File: config.mk
export PLATFORM = sky130hd
export DESIGN_NAME = uart_rx
export DESIGN_NICKNAME = d
export VERILOG_FILES = /design/src/rtl/uart_rx.sv
export SDC_FILE = /design/constraint.sdc
export NUM_CORES = 1
export LEC_CHECK = 0
export BUFFER_PORTS_ARGS = -buffer_cell sky130_fd_sc_hd__buf_2
export CORE_MARGIN = 8
export CORE_UTILIZATION = 30
export DETAILED_ROUTE_END_ITERATION = 16
export PLACE_DENSITY = 0.51
export SYNTH_ARGS = -nofsm -noshare
export SYNTH_HDL_FRONTEND = slang
export SYNTH_SLANG_ARGS = --single-unit
export TNS_END_PERCENT = 30
File: constraint.sdc
create_clock -name CLK -period 6.07 [get_ports CLK]
set_clock_uncertainty 0.2 [all_clocks]
set_input_delay 0.607 -clock CLK [delete_from_list [all_inputs] [get_ports CLK]]
set_output_delay 0.607 -clock CLK [all_outputs]
set_load 0.005 [all_outputs]
File: src/rtl/uart_rx.sv
// UART receive path: start bit, DATA_WIDTH data bits LSB-first, optional parity, one stop bit.
// Optional 2-of-3 majority sampling per bit when UART_RX_MAJORITY_VOTE_EN is defined.
module uart_rx #(
  parameter int DATA_WIDTH = 8,
  parameter int PRESCALE_W = 6
) (
  input  logic                  CLK,
  input  logic                  RST,
  input  logic                  RX_IN,
  input  logic [PRESCALE_W-1:0] Prescale,
  input  logic                  parity_enable,
  input  logic                  parity_type,
  output logic [DATA_WIDTH-1:0] P_DATA,
  output logic                  data_valid,
  output logic                  parity_error,
  output logic                  stop_error,
  output logic                  busy
);

  localparam int BIT_W = (DATA_WIDTH > 1) ? $clog2(DATA_WIDTH) : 1;
  localparam logic [PRESCALE_W-1:0] ONE = PRESCALE_W'(1);
  localparam logic [BIT_W-1:0] LAST_BIT = BIT_W'(DATA_WIDTH - 1);

  typedef enum logic [2:0] {IDLE, START, DATA, PARITY, STOP} state_e;

  state_e                  state_q;
  logic                    rx_meta_q, rx_s_q;
  logic [PRESCALE_W-1:0]   prescale_q, edge_cnt_q;
  logic                    par_en_q, par_type_q;
  logic [BIT_W-1:0]        bit_cnt_q;
  logic [DATA_WIDTH-1:0]   shift_q;
  logic                    samp_q, samp_vld_q;
  logic                    samp_d, samp_vld_d;
  logic [DATA_WIDTH-1:0]   p_data_q;
  logic                    data_valid_q, parity_error_q, stop_error_q, busy_q;
  logic [PRESCALE_W-1:0]   half;
  logic                    last_edge;

`ifdef UART_RX_MAJORITY_VOTE_EN
  localparam logic [PRESCALE_W-1:0] TWO = PRESCALE_W'(2);
  logic [1:0] vote_q;
`endif

  assign half      = prescale_q >> 1;
  assign last_edge = (edge_cnt_q == prescale_q - ONE);

  // The bit decision is registered and acted upon one cycle after it is formed.
  always_comb begin
    samp_d     = rx_s_q;
    samp_vld_d = 1'b0;
`ifdef UART_RX_MAJORITY_VOTE_EN
    samp_d     = (vote_q[0] & vote_q[1]) | (vote_q[0] & rx_s_q) | (vote_q[1] & rx_s_q);
    samp_vld_d = (state_q != IDLE) && (edge_cnt_q == half);
`else
    samp_vld_d = (state_q != IDLE) && (edge_cnt_q == half - ONE);
`endif
  end

  always_ff @(posedge CLK) begin
    if (RST) begin
      state_q        <= IDLE;
      rx_meta_q      <= 1'b1;
      rx_s_q         <= 1'b1;
      prescale_q     <= '0;
      edge_cnt_q     <= '0;
      par_en_q       <= 1'b0;
      par_type_q     <= 1'b0;
      bit_cnt_q      <= '0;
      shift_q        <= '0;
      samp_q         <= 1'b1;
      samp_vld_q     <= 1'b0;
      p_data_q       <= '0;
      data_valid_q   <= 1'b0;
      parity_error_q <= 1'b0;
      stop_error_q   <= 1'b0;
      busy_q         <= 1'b0;
`ifdef UART_RX_MAJORITY_VOTE_EN
      vote_q         <= '1;
`endif
    end else begin
      rx_meta_q    <= RX_IN;
      rx_s_q       <= rx_meta_q;
      samp_q       <= samp_d;
      samp_vld_q   <= samp_vld_d;
      data_valid_q <= 1'b0;
`ifdef UART_RX_MAJORITY_VOTE_EN
      if (edge_cnt_q == half - TWO) vote_q[0] <= rx_s_q;
      if (edge_cnt_q == half - ONE) vote_q[1] <= rx_s_q;
`endif
      case (state_q)
        IDLE: begin
          edge_cnt_q <= '0;
          if (!rx_s_q) begin
            state_q        <= START;
            prescale_q     <= Prescale;
            par_en_q       <= parity_enable;
            par_type_q     <= parity_type;
            parity_error_q <= 1'b0;
            stop_error_q   <= 1'b0;
            busy_q         <= 1'b1;
          end
        end
        START: begin
          edge_cnt_q <= last_edge ? '0 : edge_cnt_q + ONE;
          if (samp_vld_q && samp_q) begin
            state_q <= IDLE;
            busy_q  <= 1'b0;
          end else if (last_edge) begin
            state_q   <= DATA;
            bit_cnt_q <= '0;
          end
        end
        DATA: begin
          edge_cnt_q <= last_edge ? '0 : edge_cnt_q + ONE;
          if (samp_vld_q) shift_q <= {samp_q, shift_q[DATA_WIDTH-1:1]};
          if (last_edge) begin
            if (bit_cnt_q == LAST_BIT) state_q <= par_en_q ? PARITY : STOP;
            else bit_cnt_q <= bit_cnt_q + 1'b1;
          end
        end
        PARITY: begin
          edge_cnt_q <= last_edge ? '0 : edge_cnt_q + ONE;
          if (samp_vld_q && (samp_q != ((^shift_q) ^ par_type_q))) parity_error_q <= 1'b1;
          if (last_edge) state_q <= STOP;
        end
        STOP: begin
          edge_cnt_q <= last_edge ? '0 : edge_cnt_q + ONE;
          // Leave at mid-stop so a start bit directly after the stop bit is not missed.
          if (samp_vld_q) begin
            state_q <= IDLE;
            busy_q  <= 1'b0;
            if (!samp_q) begin
              stop_error_q <= 1'b1;
            end else if (!parity_error_q) begin
              p_data_q     <= shift_q;
              data_valid_q <= 1'b1;
            end
          end
        end
        default: state_q <= IDLE;
      endcase
    end
  end

  assign P_DATA       = p_data_q;
  assign data_valid   = data_valid_q;
  assign parity_error = parity_error_q;
  assign stop_error   = stop_error_q;
  assign busy         = busy_q;

endmodule

Word-level counts from Yosys, hierarchy flattened
Cells that the tools add are included.
Widths: inputs -> output; s select.
{"block": "totals", "in_bits": 11, "out_inout_bits": 12, "elab_cells": 94, "reg_bits": 44}
{"block": "op_classes", "reduce_logical": 21, "addsub": 4, "mux": 27, "eq_ne": 20, "bitwise": 6}
{"op": "$mux 3", "n": 12}
{"op": "$ne 2x2->1 const B", "n": 11}
{"op": "$pmux 3 s5", "n": 1}
{"op": "$eq 6x6->1", "n": 2}
{"op": "$pmux 6 s2", "n": 1}
{"op": "$reduce_and 4->1", "n": 3}
{"op": "$mux 1", "n": 8}
{"op": "$reduce_bool 2->1", "n": 4}
{"op": "$reduce_or 4->1", "n": 2}
{"op": "$reduce_xor 8->1", "n": 1}
{"op": "$add 6x1->6 const B", "n": 1}
{"op": "$eq 3x2->1 const B", "n": 2}
{"op": "$eq 3x3->1 const B", "n": 2}
{"op": "$mux 6", "n": 1}
{"op": "$pmux 3 s2", "n": 1}
{"op": "$reduce_and 6->1", "n": 1}
{"op": "$reduce_bool 3->1", "n": 2}
{"op": "$sub 5x1->6 const B", "n": 1}
{"op": "$sub 6x1->6 const B", "n": 1}
{"op": "$not 1->1", "n": 5}
{"op": "$reduce_and 5->1", "n": 1}
{"op": "$pmux 1 s2", "n": 2}
{"op": "$reduce_and 2->1", "n": 2}
{"op": "$add 3x1->3 const B", "n": 1}
{"op": "8 further kinds", "n": 10}

Depth between registers and ports, before layout
{"block": "depth", "word_depth": 6, "depth_mapped": 9, "mapped_depth_nobuf": 8}

Worst setup path after synthesis
No wires, ideal clock.
{"block": "synth_timing", "kind": "register to register", "from": "register prescale_q[2]", "to": "register state_q[0]", "t_required_ns": 5.749, "synth_period_minus_slack_ns": 2.280, "setup_ns": 0.121, "n_path_buf": 1, "slack_ns": 3.790, "stages_incl_launch_ff": 10, "arrival_time_ns": 1.960, "cell_sequence": "dfxtp_1 -> inv_1 -> ha_1 -> a21boi_0 -> xnor2_1 -> nor3_1 -> and3_1 -> buf_6 -> o21ai_0 -> mux2_2"}
{"block": "synth_via", "elab_chain_cells": 4, "word_cells_on_any_way": 6, "cone_classes": "add/sub: 1; eq/ne: 4; reduce/logical: 1"}
{"item": "from (decl)", "line_no": "28", "source": "logic [PRESCALE_W-1:0] prescale_q, edge_cnt_q;"}
{"item": "from (signal assigned)", "line_no": "95", "source": "prescale_q <= Prescale;"}
{"item": "$sub 6x1->6 (*)", "line_no": "45", "source": "assign last_edge = (edge_cnt_q == prescale_q - ONE);"}
{"item": "$eq 6x6->1 (*)", "line_no": "45"}
{"item": "$ne 3x3->1 (no source line) / $ne 2x2->1 (equally long branches)"}
{"item": "$reduce_and 6->1 (no source line) (*)"}
{"item": "to (signal assigned)", "line_no": "117", "source": "if (bit_cnt_q == LAST_BIT) state_q <= par_en_q ? PARITY : STOP;"}
{"item": "to (decl)", "line_no": "26", "source": "state_e state_q;"}
Every way passes the cells marked *; elsewhere a longest branch is shown, timed or not.
A chain may end at the register's enable or synchronous reset.

Worst setup path after layout
Ends and elaborated chain as after synthesis.

==> metrics.txt <==
fin crit period=2470 ps; Initial DRC Count=70; ys async rst share=0%; WL per Instance=about 12 um; CTS Buffer Depth=2; # fillers=~780; CP delay by family, top=compound AO/OA/AOI/OAI gates; grt ovf=0; CORE AREA=~7300 sq um; syn nets=266; CP max stage delay=430 ps; root buf cell=clkbuf_8; antenna cells=0; Reg-to-Reg Start=prescale_q[2]$_SDFFE_PP0P_; largest net degree at the start of global routing=45; number of global-route vias before repair=about 1600; Internal Power=523 uW; Comb power frac=22.4%; synth warn=0; status=complete, no violations; FF/Latch Area=between 800 and 900 sq um; die area=10500 sq um; Fmax=roughly 400 MHz; DRC Markers=0; total number of vias=approximately 1700; initial antenna violation count=0; Crit Path Category=flop to flop; switching pwr=approximately 230 uW; post-DP HPWL=~3.2 mm; required time worst endpoint=6060 ps; NumNets Final=about 280; actual slew at the worst max-slew pin=819 ps; data arrival time of the worst path=between 2000 and 2500 ps; Vias per Instance=about 4.7; Post-synth EDFFs=0; worst hold path type=flop to flop; Avg Inst Size Synth=roughly 9 sq um; number of setup violations in the final report=0; area of the multi-input gates=approximately 1300 sq um; final wirelength=between 4 and 5 mm; Slew headroom=45.1%; input/output buffers=22; setup bufs post-CTS=0; RSZ-0062 raised after global routing=false; critical-path cell list=inv_1, ha_1, a21boi_0, xnor2_1, nor3_1, and3_1, o21ai_0, mux2_2; Final Slew Violations=0; r2r setup slk=between 3000 and 4000 ps; hold buffers post-CTS=0; synthesized flop and latch total=44; Worst Path Max Fanout=10; WHS Endpoint=rx_s_q$_SDFF_PP1_; Hold Crit Depth=1; setup TNS=0 ps; Top FF cell, synth=dfxtp_1; DRT antenna net count=0; Worst-path clk slew=around 90 ps; Clock Sinks=44; R2R depth=8; drt pass-1 iters=4; H-tree depth=2; post-synth top area cell=dfxtp_1; cell count after synthesis=approximately 250; share of cells above drive strength 1=between 15 and 20%; Pwr Total=about 750 uW; Final GP Congestion=roughly 0.8; most frequent cells after synthesis=dfxtp_1 (44), nor2_1 (35), mux2i_1 (27); worst r2r dst=state_q[0]$_SDFFE_PP0P_; Site Rows=31; WP buf/inv=1; Max stage delay cell, worst path=dfxtp_1; count of cell types in the netlist=44; LEAKAGE=1.07 nW; crit share post-route=between 40% and 50%; Inserted Clock Buffers=5; Gates resized, CTS repair=0; CTS tree=done; GRT Total Usage=approximately 9%; Synth top area share=roughly two fifths; Peak VDD IR=roughly 110 uV; die width=around 100 um; switching share of power=between 30 and 40%; MaxCap Viol Count=0; final hold viol count=0; synthesized area=between 2000 and 2500 sq um; clock power share=a little under a third; first-pass GRT wire length=approximately 7.7 mm; most frequent cell after synthesis=dfxtp_1; IO Count=23; sequential area share after synthesis=approximately two fifths; critical path startpoint category=flop; Hold Crit Start=rx_meta_q$_SDFF_PP1_; Power per Cell Area=between 200 and 300 nW/um^2; die height=approximately 100 um; main area contributors after synthesis=dfxtp_1 (39%), mux2i_1 (12%), xnor2_1 (6.2%); share of power burned in registers=between 40% and 50%; Critical Path End Type=flop; Starting Density=a little under a third; worst skew pair latency=300 ps; Syn-to-layout area delta=13.6%
==> per-layer routing <==
layer | share of wire, % | routed length [um] | track usage [%] | up-vias
met5 | 0 | 0 | 0 | -
met4 | 0.84 | 38 | 2.82 | 0
met3 | 4.6 | 207 | 2.86 | 5
met2 | 45 | 2030 | 14.1 | 20
met1 | 50 | 2240 | 11.8 | 805
li1 | - | - | - | 884
==> worst reg2reg max path, cell delays in order (launching register included) <==
cell and delay, ps:
dfxtp_1 430, inv_1 110, ha_1 210, a21boi_0 220, xnor2_1 150, nor3_1 70
and3_1 270, o21ai_0 340, mux2_2 370
==> registers in the layout, summed over array words and instances (netlist names), 3 cells and up <==
signal	count
prescale_q	6
shift_q	8
P_DATA	8
state_q	3
edge_cnt_q	6
bit_cnt_q	3
==> per-stage QoR <==
step	setup slack, ps	util, %	std cells	hold WS, ps	instance area, sq um
6_report	3600	35.1	364	217	2550
5_1_grt	3430	35.1	364	246	2550
4_1_cts	3590	35.1	364	220	2550
3_5_place_dp	3610	33.4	356	199	2430
3_3_place_gp	3620	33.4	356	197	2430
2_1_floorplan	3790	-	249	189	2240
==> worst max-delay path by stage <==
stage / from / endpoint / slack, ps / cells past startpoint
floorplan: prescale_q[2]$_SDFFE_PP0P_ / state_q[0]$_SDFFE_PP0P_ / 3790 / 9
global placement: prescale_q[2]$_SDFFE_PP0P_ / state_q[0]$_SDFFE_PP0P_ / 3620 / 8
detailed placement: prescale_q[2]$_SDFFE_PP0P_ / state_q[0]$_SDFFE_PP0P_ / 3610 / 8
CTS: prescale_q[2]$_SDFFE_PP0P_ / state_q[0]$_SDFFE_PP0P_ / 3590 / 8
global route: prescale_q[2]$_SDFFE_PP0P_ / state_q[0]$_SDFFE_PP0P_ / 3430 / 8
finish: prescale_q[2]$_SDFFE_PP0P_ / state_q[0]$_SDFFE_PP0P_ / 3600 / 8
==> area by class of cell <==
| type | instances | share of cell area [%] |
|---|---|---|
| clock buffers | 6 | 3.24 |
| inverters | 9 | 1.33 |
| clock inverters | 2 | 1.52 |
| well taps | 99 | 4.86 |
| flip-flops and latches | 44 | 34.6 |
| multi-input cells | 181 | 49.9 |
| repair buffers | 23 | 4.62 |
==> placed cells by master, fill, tap and decap left out, drive strengths merged, types with 2 or more instances in the layout <==
cell type,netlist,final
nand2b,7,7
a22o,5,5
o21bai,2,2
mux2i,27,27
or3,2,2
xor2,7,7
xnor2,16,16
inv,9,9
dfxtp,44,44
o211ai,2,2
and3,4,4
nor2b,5,5
or2,4,4
clkbuf,12,6
nor2,35,35
nand2,12,12
o21ai,4,4
nor4,2,2
or4,3,3
ha,6,6
a21oi,9,9
o31ai,5,5
a211oi,2,2
nor3,8,8
buf,3,23
==> power by group through the flow <==
stage	logic, mW	registers (mW)	clock network (mW)
2_1_floorplan	0.162	0.323	0
3_3_place_gp	0.170	0.352	0
3_5_place_dp	0.168	0.351	0
4_1_cts	0.170	0.344	0.247
5_1_grt	0.192	0.348	0.259
6_report	0.169	0.344	0.240
==> kinds of logic after synthesis <==
logic type      synth area share (%)
simple gates                    19.5
flops                           39.3
compound gates                  12.0
mux                             12.5
buf+inv                         4.41
xor+xnor                        8.98
fa+ha+maj                       3.35
Note: power is estimated with default switching activity, not from simulation.
